==> config.mk <==
export PLATFORM = sky130hd
export DESIGN_NAME = brush_stamper
export DESIGN_NICKNAME = d
export VERILOG_FILES = /design/src/rtl/brush_stamper.sv
export SDC_FILE = /design/constraint.sdc
export NUM_CORES = 1
export LEC_CHECK = 0
export BUFFER_PORTS_ARGS = -buffer_cell sky130_fd_sc_hd__buf_4
export CORE_MARGIN = 10
export CORE_UTILIZATION = 23
export DETAILED_ROUTE_END_ITERATION = 10
export MAX_ROUTING_LAYER = met4
export PLACE_DENSITY_LB_ADDON = 0.08
export SKIP_LAST_GASP = 1
export SYNTH_ARGS = -nofsm -noshare
export SYNTH_HDL_FRONTEND = slang
export SYNTH_SLANG_ARGS = --single-unit
==> constraint.sdc <==
create_clock -name clk -period 5.1 [get_ports clk]
set_input_delay 0 -clock clk [delete_from_list [all_inputs] [get_ports clk]]
set_output_delay 0 -clock clk [all_outputs]
set_load 0.03 [all_outputs]
==> src/rtl/brush_stamper.sv <==
// Brush stamper: accepts one brush request and sweeps its clipped bounding box one
// pixel per clock, emitting registered write strobes for the canvas pixel store.
module brush_stamper #(
  parameter int CANVAS_W = 200,
  parameter int CANVAS_H = 200
) (
  input  logic       clk,
  input  logic       reset,
  input  logic       req,
  output logic       ready,
  input  logic [7:0] cx,
  input  logic [7:0] cy,
  input  logic [2:0] radius,
  input  logic       round,
  input  logic [2:0] color,
  output logic       brush,
  output logic [7:0] wx,
  output logic [7:0] wy,
  output logic [2:0] newColor,
  output logic       done,
  output logic [1:0] o_dbg_state
);

  // Handshake: a request transfers on a rising edge where req && ready; ready is
  // high only in IDLE, and req is ignored whenever ready is low.
  typedef enum logic [1:0] {S_IDLE = 2'd0, S_CLIP = 2'd1, S_SWEEP = 2'd2} state_t;

  localparam logic signed [9:0] W_MAX = 10'(CANVAS_W - 1);
  localparam logic signed [9:0] H_MAX = 10'(CANVAS_H - 1);

  state_t r_state, w_next;

  logic [7:0] r_cx, r_cy, r_xs, r_xe, r_ye, r_x, r_y;
  logic [2:0] r_rad, r_color;
  logic       r_round, r_active;
  logic       r_brush, r_done;
  logic [7:0] r_wx, r_wy;
  logic [2:0] r_new_color;

  logic signed [9:0] w_cx_s, w_cy_s, w_r_s, w_xlo, w_xhi, w_ylo, w_yhi;
  logic [7:0] w_xs, w_xe, w_ys, w_ye;
  logic       w_empty, w_last;
  logic [2:0] w_adx, w_ady;
  logic [7:0] w_dist, w_lim;
  logic       w_inside;

  // Clip arithmetic is signed 10-bit so cx-r can go negative and cx+r can exceed 255.
  assign w_cx_s = signed'({2'b00, r_cx});
  assign w_cy_s = signed'({2'b00, r_cy});
  assign w_r_s  = signed'({7'b0000000, r_rad});
  assign w_xlo  = w_cx_s - w_r_s;
  assign w_xhi  = w_cx_s + w_r_s;
  assign w_ylo  = w_cy_s - w_r_s;
  assign w_yhi  = w_cy_s + w_r_s;
  assign w_xs   = (w_xlo < 10'sd0) ? 8'd0 : 8'(w_xlo);
  assign w_xe   = (w_xhi > W_MAX) ? 8'(W_MAX) : 8'(w_xhi);
  assign w_ys   = (w_ylo < 10'sd0) ? 8'd0 : 8'(w_ylo);
  assign w_ye   = (w_yhi > H_MAX) ? 8'(H_MAX) : 8'(w_yhi);
  assign w_empty = (w_cx_s > W_MAX) || (w_cy_s > H_MAX);

  // Offsets from the centre are bounded by the radius, so 3-bit magnitudes suffice.
  assign w_adx  = 3'((r_x >= r_cx) ? (r_x - r_cx) : (r_cx - r_x));
  assign w_ady  = 3'((r_y >= r_cy) ? (r_y - r_cy) : (r_cy - r_y));
  assign w_dist = ({5'd0, w_adx} * {5'd0, w_adx}) + ({5'd0, w_ady} * {5'd0, w_ady});
  assign w_lim  = ({5'd0, r_rad} * {5'd0, r_rad}) + {5'd0, r_rad};
  assign w_inside = !r_round || (w_dist <= w_lim);
  assign w_last   = (r_x == r_xe) && (r_y == r_ye);

  always_ff @(posedge clk) begin
    if (reset) r_state <= S_IDLE;
    else       r_state <= w_next;
  end

  always_comb begin
    w_next = r_state;
    case (r_state)
      S_IDLE:  if (req) w_next = S_CLIP;
      S_CLIP:  w_next = w_empty ? S_IDLE : S_SWEEP;
      S_SWEEP: if (!r_active) w_next = S_IDLE;
      default: w_next = S_IDLE;
    endcase
  end

  // SWEEP runs one extra cycle after the last candidate so the registered outputs drain
  // before done is raised.
  always_ff @(posedge clk) begin
    if (reset) begin
      r_cx <= '0; r_cy <= '0; r_rad <= '0; r_round <= 1'b0; r_color <= '0;
      r_xs <= '0; r_xe <= '0; r_ye <= '0; r_x <= '0; r_y <= '0;
      r_active <= 1'b0;
      r_brush <= 1'b0; r_done <= 1'b0;
      r_wx <= '0; r_wy <= '0; r_new_color <= '0;
    end else begin
      r_brush <= 1'b0;
      r_done  <= 1'b0;
      case (r_state)
        S_IDLE: begin
          if (req) begin
            r_cx <= cx; r_cy <= cy; r_rad <= radius; r_round <= round; r_color <= color;
          end
        end
        S_CLIP: begin
          if (w_empty) begin
            r_done <= 1'b1;
          end else begin
            r_xs <= w_xs; r_xe <= w_xe; r_ye <= w_ye;
            r_x  <= w_xs; r_y  <= w_ys;
            r_active <= 1'b1;
          end
        end
        S_SWEEP: begin
          if (r_active) begin
            r_brush     <= w_inside;
            r_wx        <= r_x;
            r_wy        <= r_y;
            r_new_color <= r_color;
            if (w_last) begin
              r_active <= 1'b0;
            end else if (r_x == r_xe) begin
              r_x <= r_xs;
              r_y <= r_y + 8'd1;
            end else begin
              r_x <= r_x + 8'd1;
            end
          end else begin
            r_done <= 1'b1;
          end
        end
        default: ;
      endcase
    end
  end

  assign ready       = (r_state == S_IDLE);
  assign brush       = r_brush;
  assign wx          = r_wx;
  assign wy          = r_wy;
  assign newColor    = r_new_color;
  assign done        = r_done;
  assign o_dbg_state = r_state;

endmodule

==> key figures, run 1 <==
Synth
  • Cell Area, Synth: 5880 µm²
  • Yosys reg bits: 87
  • Number of synthesized flops with an enable pin: 0
  • Yosys warning count: 0
  • Cells after synthesis: 739
  • Top_reg_cell synth: dfxtp_1
  • Post-synthesis sequential area ratio: 0.296
  • Syn Area/Cell: 7.95 µm²
  • Async SR Flop Fraction: 0
  • Post-synthesis cell type count: 61
  • Syn_nets: 831

Critical path
  • Worst r2r src: r_cx[0]$_SDFFE_PP0P_
  • Buffers plus inverters on the worst setup path: 1
  • Reg2reg setup slack: 450 ps
  • Max incr delay on CP: 440 ps
  • Crit path max fanout: 4
  • R2r worst-path depth: 20
  • CP required: 5300 ps
  • Crit-path most repeated cell: ha_1
  • Crit path from: r_cx[0]$_SDFFE_PP0P_
  • Crit-path cells: ha_1 -> inv_1 -> fa_1 -> a21o_1 -> a21oi_1 -> o21ai_0 -> a221oi_2 -> mux2_2 -> ha_1 -> o21bai_1 -> fa_1 -> ha_1 -> fa_1 -> xor2_1 -> ha_1 -> nand4_1 -> a21oi_1 -> nor2_1 -> a21oi_1 -> nor3_1
  • Stages on the worst setup path: 20
  • Crit Reg-Reg Endpoint: brush$_SDFF_PP0_
  • Worst Setup Start Kind: register
  • CP top delay family: adder cells
  • Critical Path Slowest Stage Cell: fa_1
  • Critical Path End: brush$_SDFF_PP0_
  • Critical Path AT: 4850 ps
  • Crit. End Element: register
  • Worst setup path category: register to register

Clock network
  • H-tree Lvls: 3
  • CTS clk-pin slew, worst paths: 70 ps
  • Worst skew pair latency: 360 ps
  • Clk sinks: 87
  • CTS tree: built
  • CTS max path bufs: 2
  • Cts bufs inserted: 9
  • CTS root buf: clkbuf_16
  • Post-CTS setup buffers: 0

Final layout
  • Layout cells sized above 1: 0.131
  • Commonest non-fill, non-tap cell in the layout: nand2_1
  • Ant. Diodes: 0
  • P&R area growth vs syn: 21.1%
  • Most frequent cells in the layout: nand2_1, dfxtp_1, a21oi_1
  • Nets: 886
  • Fillcell total: 2768

Place
  • I/O Buffers: 49
  • GPL Wtd Cong: 0.816
  • HPWL Detailed: 13.9 mm
  • Dpl ws: 373 ps

STA
  • RSZ-0062 raised after global routing: false
  • Tightest Pin Transition: 1100 ps
  • Fin worst setup slack: 446 ps
  • Total negative setup slack: 0 ps
  • Final period utilization: 0.912
  • Crit path time final: 4650 ps
  • Worst slew margin: 0.265
  • Final Hold Fails: 0
  • Final setup viols: 0
  • Fmax: 0.215 GHz
  • Max Slew Vio Count: 0
  • Layout Skew: 12.6 ps

Detailed routing
  • Detailed Routing Iterations Pass 1: 4
  • First DRT Iteration DRCs: 246
  • Routed Antenna Nets: 0
  • Met3 routed WL: 451 µm
  • DR WL met2: 9.53 mm
  • WL final: 18.7 mm
  • Vias: 5189
  • Met1 wire length: 8.59 mm
  • Vias per cell: 4.60
  • DRC: 0
  • Average wire per standard cell: 16.6 µm
  • Top routing layer in use: met4

Die
  • Total die area: 32300 µm²
  • Die Width: 180 µm
  • I/O pins: 50
  • Initial core utilization: 0.233
  • # rows: 58
  • Die height: 180 µm
  • Core area: 25200 µm²

Pwr
  • Leakage: 0.00281 µW
  • P per Cell Area: 318 nW/µm²
  • VDD IR max: 0.122 mV

Run status
  • Outcome: finished clean

Global routing
  • Antenna violations before repair: 0
  • GRT Resource Usage Total: 0.119
  • First-pass GRT wire length: 30.0 mm
  • Largest net degree at the start of global routing: 83
  • Global route overflow: 0
  • Number of global-route vias before repair: 5300

Flow run
  • Maxcap violations: 0

Hold path
  • Hold Crit Class: input port to register
==> state kept, by name (all words and copies together) (netlist names) <==
name,count
r_cy,8
newColor,3
r_color,3
wx,8
r_active,1
r_rad,3
wy,8
r_cx,8
r_x,8
r_round,1
o_dbg_state,2
r_xs,8
r_y,8
r_ye,8
brush,1
r_xe,8
done,1
==> report_power, final <==
group          total [µW]  switching, µW  leakage (µW)  internal (µW)
combinational         789            453       0.00195            336
clock                 689            330      0.000148            359
sequential            785           59.5      0.000709            726
==> cell type report <==
cell class	count	area, µm²	area share
multi-input combinational	562	3760	0.529
sequential	87	1740	0.245
timing repair buffer	91	743	0.104
tap	330	413	0.0580
clock buffer	10	239	0.0336
inverter	43	161	0.0227
clock inverter	6	57.6	0.00809
==> cell families (layout without fill, tap and decap cells) <==
kind of cell	after synthesis	after routing	share of synthesized area
compound gates	180	180	0.198
xor+xnor	45	45	0.0671
fa+ha+maj	66	66	0.153
buf+inv	90	150	0.0645
flops	87	87	0.296
mux	14	14	0.0249
simple gates	257	257	0.196
==> through the flow <==
| stage | hold WS, ps | cell area (µm²) | util | instances | power, µW |
|---|---|---|---|---|---|
| floorplan | 136 | 5880 | - | 739 | 1350 |
| global placement | 251 | 6580 | 0.261 | 1089 | 1570 |
| detailed placement | 257 | 6580 | 0.261 | 1089 | 1580 |
| CTS | 268 | 7110 | 0.282 | 1129 | 2310 |
| global route | 317 | 7120 | 0.283 | 1129 | 2440 |
| finish | 264 | 7120 | 0.283 | 1129 | 2260 |
==> layer usage <==
layer  vias to the layer above  track usage
met2                        51        0.207
met5                         -            -
met1                      2476        0.141
li1                       2650            -
met3                        12       0.0171
met4                         0       0.0275
==> cells in the mapped netlist, types with 5 or more instances <==
cell type | n | share of area
nor3_1 | 12 | 0.010
inv_1 | 43 | 0.027
mux2i_1 | 9 | 0.015
mux2_2 | 5 | 0.0096
clkbuf_1 | 29 | 0.019
and3_1 | 5 | 0.0053
nor4_1 | 5 | 0.0053
nor2b_1 | 13 | 0.014
buf_2 | 11 | 0.0094
xnor2_1 | 32 | 0.048
a21oi_1 | 78 | 0.066
o211ai_1 | 11 | 0.014
a211oi_1 | 18 | 0.023
dfxtp_1 | 87 | 0.30
a21o_1 | 6 | 0.0077
o22ai_1 | 5 | 0.0053
fa_1 | 10 | 0.034
ha_1 | 56 | 0.12
o21ai_0 | 23 | 0.020
nand2_1 | 124 | 0.079
nand3_1 | 18 | 0.015
nor2_1 | 53 | 0.034
xor2_1 | 13 | 0.019
==> worst min-delay path by stage <==
stage,slack (ps),startpoint,depth (start not counted),end
5_1_grt,320,reset,2,r_xs[3]$_SDFFE_PP0P_
2_1_floorplan,140,color[0],2,r_color[0]$_SDFFE_PP0P_
3_3_place_gp,250,cx[2],3,r_cx[2]$_SDFFE_PP0P_
3_5_place_dp,260,cx[2],3,r_cx[2]$_SDFFE_PP0P_
4_1_cts,270,reset,2,r_xs[3]$_SDFFE_PP0P_
6_report,260,reset,2,o_dbg_state[1]$_SDFFE_PP0P_
==> repair_timing <==
item,4_1_cts,5_1_grt
setup endpoints to repair,0,1
hold buffers,24,0
hold endpoints to repair,24,0
resized for setup,0,1
No activity file was read; power rests on OpenSTA's default activity.
==> run 2: changes to the inputs <==
==> constraint.sdc (replaced) <==
create_clock -name clk -period 5.26 [get_ports clk]
set_input_delay 0 -clock clk [delete_from_list [all_inputs] [get_ports clk]]
set_output_delay 0 -clock clk [all_outputs]
set_load 0.03 [all_outputs]
==> run 2 against run 1 <==
  * Sequential share of layout area increased by 0.20 points
  * Via count grew 0.29%
  * Global-route usage is 0.15 points lower
  * Die area unchanged
  * Critical path depth is 1 lower
  * Combinational power down 4.9%
  * Final area decreased by 0.81%
  * Worst setup slack got worse by 63 ps
  * Critical path type unchanged
==> key figures, run 2 (synthesis gave the netlist of run 1 again) <==
Run status
  • Outcome: finished clean

Global routing
  • GRT Resource Usage Total: 0.117 (-0.00149)
  • First-pass GRT wire length: 30.0 mm (unchanged)
  • Number of global-route vias before repair: 5370 (+1.3%)
  • Global route overflow: 0 (unchanged)
  • Antenna violations before repair: 0 (unchanged)
  • Largest net degree at the start of global routing: 83 (unchanged)

Place
  • Dpl cells: 1082 (-0.64%)
  • I/O Buffers: 49 (unchanged)
  • HPWL Detailed: 13.9 mm (-0.51%)
  • GPL Wtd Cong: 0.840 (+3.0%)

Detailed routing
  • WL final: 18.6 mm (-0.88%)
  • First DRT Iteration DRCs: 269 (+9.3%)
  • Vias: 5204 (+0.29%)
  • DRC: 0 (unchanged)
  • Vias per cell: 4.64 (+0.91%)
  • Detailed Routing Iterations Pass 1: 4 (unchanged)
  • Routed Antenna Nets: 0 (unchanged)
  • Average wire per standard cell: 16.5 µm (-0.26%)

STA
  • Crit path time final: 4880 ps (+223 ps)
  • Final Hold Fails: 0 (unchanged)
  • Worst slew margin: 0.292 (+0.0268)
  • RSZ-0062 raised after global routing: false
  • Final period utilization: 0.927 (+0.0147)
  • Final setup viols: 0 (unchanged)
  • Max Slew Vio Count: 0 (unchanged)
  • Fmax: 0.205 GHz (-4.6%)
  • Tightest Pin Transition: 1060 ps (-40.0 ps)
  • Layout Skew: 8.53 ps (-4.06 ps)
  • Total negative setup slack: 0 ps (unchanged)

Pwr
  • Flop pwr share: 0.355 (+0.008)
  • Switching power total: 808 µW (-4.1%)
  • Switching Fraction: 0.372 (-0.000560)
  • Leakage: 0.00276 µW (-1.7%)
  • P per Cell Area: 308 nW/µm² (-3.2%)
  • VDD IR max: 0.117 mV (-4.7%)
  • Combinational power share: 0.345 (-0.004)
  • Internal power: 1360 µW (-3.9%)
  • Clk pwr share: 0.299 (-0.005)

Clock network
  • Worst skew pair latency: 350 ps (about the same)
  • Clk sinks: 87 (unchanged)
  • Cts bufs inserted: 9 (unchanged)
  • CTS max path bufs: 2 (unchanged)
  • H-tree Lvls: 3 (unchanged)
  • CTS root buf: clkbuf_16
  • CTS clk-pin slew, worst paths: 70 ps (about the same)
  • CTS tree: built

Critical path
  • CP top delay family: adder cells
  • Max incr delay on CP: 520 ps (+80 ps)
  • Worst setup path category: register to register
  • Crit-path cells: inv_1 -> fa_1 -> a21o_1 -> a21oi_1 -> o21ai_0 -> a221oi_2 -> buf_4 -> nor4bb_1 -> a311o_1 -> fa_1 -> ha_1 -> fa_1 -> xor2_1 -> ha_1 -> nand4_1 -> a21oi_1 -> nor2_1 -> a21oi_1 -> nor3_1
  • Worst Setup Start Kind: register
  • Buffers plus inverters on the worst setup path: 2 (+1)
  • Crit path max fanout: 7 (+3)
  • Crit. End Element: register
  • CP required: 5460 ps (+160 ps)
  • Critical Path Slowest Stage Cell: fa_1
  • Critical Path AT: 5080 ps (+230 ps)

Flow run
  • Maxcap violations: 0 (unchanged)

Final layout
  • Fillcell total: 2703 (-2.3%)
  • Ant. Diodes: 0 (unchanged)
  • Post-route insts no fill: 1122 (-0.62%)
  • Nets: 879 (-0.79%)
  • Multi-input gate area: 3760 µm² (unchanged)
  • Most frequent cells in the layout: nand2_1, dfxtp_1, a21oi_1
  • Total area of sequential cells: 1740 µm² (unchanged)
  • Layout cells sized above 1: 0.124 (-0.00768)
  • P&R area growth vs syn: 20.1%
  • Commonest non-fill, non-tap cell in the layout: nand2_1
  • Final core occ: 0.280 (-0.00228)

Hold path
  • Hold Crit Class: input port to register

Die
  • Initial core utilization: 0.233 (unchanged)
  • Core area: 25200 µm² (unchanged)
  • I/O pins: 50 (unchanged)
  • Die Width: 180 µm (unchanged)
  • Die height: 180 µm (unchanged)
  • # rows: 58 (unchanged)
  • Total die area: 32300 µm² (unchanged)
run 2: cell types whose count changed in the layout (fill, tap and decap cells not counted):
cell        previous run  this run
buf_4                 67        60
inv_6                  4         1
clkinv_4               0         2
clkinvlp_4             0         2
inv_8                  2         1
run 2: final timing paths:
path              slack (ps)                  from                    to  cells after the start
setup / recovery         380  r_cy[1]$_SDFFE_PP0P_      brush$_SDFF_PP0_                     19
hold / removal           270                 reset  r_xs[2]$_SDFFE_PP0P_                      2
setup reg to reg         380  r_cy[1]$_SDFFE_PP0P_      brush$_SDFF_PP0_                     19
hold reg to reg          460  r_xs[0]$_SDFFE_PP0P_  r_xs[0]$_SDFFE_PP0P_                      2
run 2: metal layers:
metal	global-route usage	vias up	wire length (µm)
met5	-	-	0
met4	0.0361	0	313
met3	0.0171	16	398
met2	0.201	59	9290
met1	0.139	2489	8550
li1	-	2640	-
run 2: through the flow:
stage	worst slack, ps	hold slack [ps]	instance area [µm²]	power, µW
floorplan	658	136	5880	1310
global placement	475	250	6520	1520
detailed placement	308	257	6520	1530
CTS	302	280	7050	2220
global route	17.1	319	7060	2340
finish	383	271	7060	2170
run 2: cell type report:
type | instances | area share
clock buffers | 10 | 0.0338
well taps | 330 | 0.0585
flip-flops and latches | 87 | 0.247
multi-input cells | 562 | 0.533
repair buffers | 84 | 0.0978
inverters | 43 | 0.0229
clock inverters | 6 | 0.00744
run 2: worst register-to-register path, cell delays in order, from the launching register on:
cell      delay, ps
dfxtp_1         490
inv_1           170
fa_1            520
a21o_1          190
a21oi_1         140
o21ai_0         100
a221oi_2        320
buf_4           200
nor4bb_1        340
a311o_1         220
fa_1            410
ha_1            240
fa_1            380
xor2_1          160
ha_1            300
nand4_1         140
a21oi_1         150
nor2_1           50
a21oi_1         150
nor3_1           60
run 2: power groups by stage:
| stage | registers (µW) | clock network (µW) | logic, µW |
|---|---|---|---|
| global route | 781 | 703 | 854 |
| CTS | 774 | 685 | 759 |
| detailed placement | 789 | 0 | 741 |
| floorplan | 758 | 0 | 553 |
| global placement | 789 | 0 | 733 |
| finish | 772 | 650 | 750 |
run 2: what timing repair did:
action,in CTS,in global routing
hold endpoints to repair,24,0
resized for setup,0,1
buffers inserted,0,0
endpoints found under the setup margin,0,1
hold buffers,24,0
==> run 3: changes to the inputs <==
--- a/config.mk
+++ b/config.mk
@@ -5,6 +5,7 @@
 export SDC_FILE = /design/constraint.sdc
 export NUM_CORES = 1
 export LEC_CHECK = 0
+export ABC_AREA = 1
 export BUFFER_PORTS_ARGS = -buffer_cell sky130_fd_sc_hd__buf_4
 export CORE_MARGIN = 10
 export CORE_UTILIZATION = 23
==> run 3 against run 2 <==
  * Flip-flop and latch count unchanged
  * Power up 35%
  * Via count is 2.8% higher
  * Maximum frequency up 14%
  * Non-clock buffer count is 10 lower
  * Register-to-register slack improved by 610 ps
  * Combinational power increased by 87%
  * Synthesized cell count grew 14%
  * Utilization grew 0.14 points
  * Sequential share of layout area fell by 0.13 points
==> key figures, run 3 <==
STA
  • RSZ-0062 raised after global routing: false
  • Final period utilization: 0.811 (-0.116)
  • Fmax: 0.234 GHz (+14%)
  • Total negative setup slack: 0 ps (unchanged)
  • Crit path time final: 4270 ps (-611 ps)
  • Tightest Pin Transition: 983 ps (-75.9 ps)
  • Max Slew Vio Count: 0 (unchanged)
  • Final Hold Fails: 0 (unchanged)
  • Final setup viols: 0 (unchanged)
  • Worst slew margin: 0.344 (+0.0523)
  • Layout Skew: 11.0 ps (+2.47 ps)

Critical path
  • CP required: 5520 ps (+60 ps)
  • Critical Path AT: 4530 ps (-550 ps)
  • Crit-path most repeated cell: nand2_1
  • Critical Path Slowest Stage Cell: fa_1
  • Crit. End Element: register
  • Reg2reg setup slack: 990 ps (+610 ps)
  • Worst Setup Start Kind: register
  • Crit-path cells: inv_1 -> fa_1 -> nand2_1 -> nand2_1 -> nand2_1 -> nand3_1 -> nand2_1 -> inv_1 -> nor2_1 -> nor2_1 -> ha_1 -> o21bai_1 -> fa_1 -> ha_1 -> fa_1 -> xor2_1 -> ha_1 -> nand4_1 -> inv_1 -> o21ai_0 -> o211ai_1 -> a211oi_1
  • Buffers plus inverters on the worst setup path: 3 (+1)
  • R2r worst-path depth: 22 (+3)
  • Critical Path End: brush$_SDFF_PP0_
  • Stages on the worst setup path: 22 (+3)
  • CP top delay family: adder cells
  • Crit path from: r_cy[1]$_SDFFE_PP0P_
  • Worst r2r src: r_cy[1]$_SDFFE_PP0P_
  • Max incr delay on CP: 480 ps (-40 ps)
  • Crit path max fanout: 5 (-2)
  • Worst setup path category: register to register
  • Crit Reg-Reg Endpoint: brush$_SDFF_PP0_

Final layout
  • Most frequent cells in the layout: nand2_1, inv_1, dfxtp_1
  • Final core occ: 0.282 (+0.00144)
  • Nets: 997 (+13%)
  • Layout cells sized above 1: 0.116 (-0.00725)
  • P&R area growth vs syn: 20.5%
  • Fillcell total: 2784 (+3.0%)
  • Commonest non-fill, non-tap cell in the layout: nand2_1
  • Ant. Diodes: 0 (unchanged)

Synth
  • Cell taking the most area after synthesis: dfxtp_1
  • Most numerous cell in the Yosys netlist: nand2_1
  • Number of synthesized flops with an enable pin: 0 (unchanged)
  • Yosys reg bits: 87 (unchanged)
  • Post-synthesis sequential area ratio: 0.296 (-0.000567)
  • Synth top area cells: dfxtp_1, ha_1, nand2_1
  • Area share of the largest cell type after synthesis: 0.296 (-0.000567)
  • Cell Area, Synth: 5890 µm² (+0.19%)
  • Post-synthesis cell type count: 40 (-34%)
  • Cells after synthesis: 845 (+14%)
  • Synth cell count leaders: nand2_1, inv_1, dfxtp_1
  • Yosys warning count: 0 (unchanged)
  • Syn Area/Cell: 6.97 µm² (-12%)
  • Top_reg_cell synth: dfxtp_1
  • Syn_nets: 937 (+13%)
  • Async SR Flop Fraction: 0 (unchanged)

Global routing
  • Number of global-route vias before repair: 5552 (+3.4%)
  • Largest net degree at the start of global routing: 50 (-40%)
  • First-pass GRT wire length: 30.7 mm (+2.5%)
  • Met2 Use GR: 0.199 (-0.00193)
  • Antenna violations before repair: 0 (unchanged)
  • Met3 Track Usage GR: 0.0193 (+0.00221)
  • Grt met1 use: 0.153 (+0.0144)
  • GRT Resource Usage Total: 0.121 (+0.00435)
  • Most Used Layer, Global Route: met2
  • Global route overflow: 0 (unchanged)

Pwr
  • Flop pwr share: 0.286 (-0.069)
  • Clk pwr share: 0.237 (-0.062)
  • Switching power total: 1280 µW (+58%)
  • Internal power: 1650 µW (+21%)
  • Leakage: 0.00337 µW (+22%)
  • P per Cell Area: 412 nW/µm² (+34%)
  • Combinational power share: 0.477 (+0.132)
  • VDD IR max: 0.237 mV (+100%)
  • Switching Fraction: 0.437 (+0.0654)

Clock network
  • Worst skew pair latency: 360 ps (about the same)
  • Cts bufs inserted: 9 (unchanged)
  • CTS max path bufs: 2 (unchanged)
  • Post-CTS setup buffers: 0 (unchanged)
  • Clk sinks: 87 (unchanged)
  • CTS root buf: clkbuf_16
  • CTS tree: built
  • CTS clk-pin slew, worst paths: 70 ps (about the same)
  • H-tree Lvls: 3 (unchanged)

Place
  • HPWL Detailed: 14.3 mm (+3.0%)
  • I/O Buffers: 49 (unchanged)
  • GPL Wtd Cong: 0.780 (-7.2%)

Run status
  • Outcome: finished clean

Die
  • Die height: 180 µm (about the same)
  • Die Width: 180 µm (about the same)
  • Core area: 25200 µm² (unchanged)
  • Initial core utilization: 0.234 (+0.000447)
  • I/O pins: 50 (unchanged)
  • Total die area: 32400 µm² (+0.17%)
  • # rows: 58 (unchanged)

Detailed routing
  • Routed Antenna Nets: 0 (unchanged)
  • DRC: 0 (unchanged)
  • Detailed Routing Iterations Pass 1: 4 (unchanged)
  • Average wire per standard cell: 15.3 µm (-7.5%)
  • WL final: 19.0 mm (+2.2%)
  • Vias per cell: 4.31 (-7.0%)
  • First DRT Iteration DRCs: 239 (-11%)
  • Vias: 5349 (+2.8%)

Flow run
  • Maxcap violations: 0 (unchanged)

Hold path
  • Hold Path Depth: 3 (+1)
  • Hold Crit Class: input port to register
==> run 3: worst reg2reg max path: cells and delay by family (launching register included) <==
family | cells | cell delay, ps
fa+ha+maj | 6 | 2020
simple gates | 8 | 760
compound gates | 4 | 540
flops | 1 | 460
buf+inv | 3 | 270
xor+xnor | 1 | 150
==> run 3: worst min-delay path by stage <==
| stage | startpoint | end | slack, ps |
|---|---|---|---|
| finish | cx[1] | r_cx[1]$_SDFFE_PP0P_ | 30 |
| global route | cx[1] | r_cx[1]$_SDFFE_PP0P_ | 60 |
| CTS | cy[7] | r_cy[7]$_SDFFE_PP0P_ | 30 |
| detailed placement | color[2] | r_color[2]$_SDFFE_PP0P_ | 260 |
| global placement | color[2] | r_color[2]$_SDFFE_PP0P_ | 260 |
| floorplan | reset | r_xs[6]$_SDFFE_PP0P_ | 80 |
==> run 3: power by group through the flow <==
| stage | combinational, µW | sequential (µW) | clock (µW) |
|---|---|---|---|
| 3_3_place_gp | 1410 | 855 | 0 |
| 4_1_cts | 1420 | 840 | 722 |
| 5_1_grt | 1630 | 852 | 736 |
| 2_1_floorplan | 1040 | 834 | 0 |
| 3_5_place_dp | 1400 | 856 | 0 |
| 6_report | 1400 | 837 | 694 |
==> run 3: metrics by stage <==
step                      worst slack [ps]  power (µW)  hold slack, ps  instances  area, µm²
after floorplan                       1330        1880            78.5        845       5890
after global placement                1030        2270             264       1203       6580
after detailed placement              1010        2250             264       1203       6580
after CTS                              982        2980            27.7       1240       7100
after global routing                   606        3220            63.2       1240       7100
final                                  994        2930            28.4       1240       7100
==> run 3: layer usage <==
layer	vias up	part of all wire	wire length, µm
met1	2435	0.51	9610
met5	-	0	0
met2	45	0.46	8760
met3	13	0.021	397
met4	0	0.0099	187
li1	2856	-	-
==> run 3: layout make-up <==
type	instances	area, µm²	share of cell area
multi-input cells	626	3620	0.511
flip-flops and latches	87	1740	0.245
repair buffers	74	608	0.0857
well taps	330	413	0.0582
inverters	107	404	0.0569
clock buffers	9	225	0.0317
clock inverters	7	80.1	0.0113
==> run 3: logic make-up after synthesis <==
family / count (synthesis) / share of synthesized area
xor+xnor: 26 / 0.0387
buf+inv: 132 / 0.0886
flops: 87 / 0.296
compound gates: 180 / 0.161
fa+ha+maj: 66 / 0.153
simple gates: 354 / 0.263
==> run 3: repair_timing <==
action / in CTS / in global routing
gates resized for setup: 0 / 0
hold buffers: 21 / 0
endpoints found under the hold margin: 21 / 0
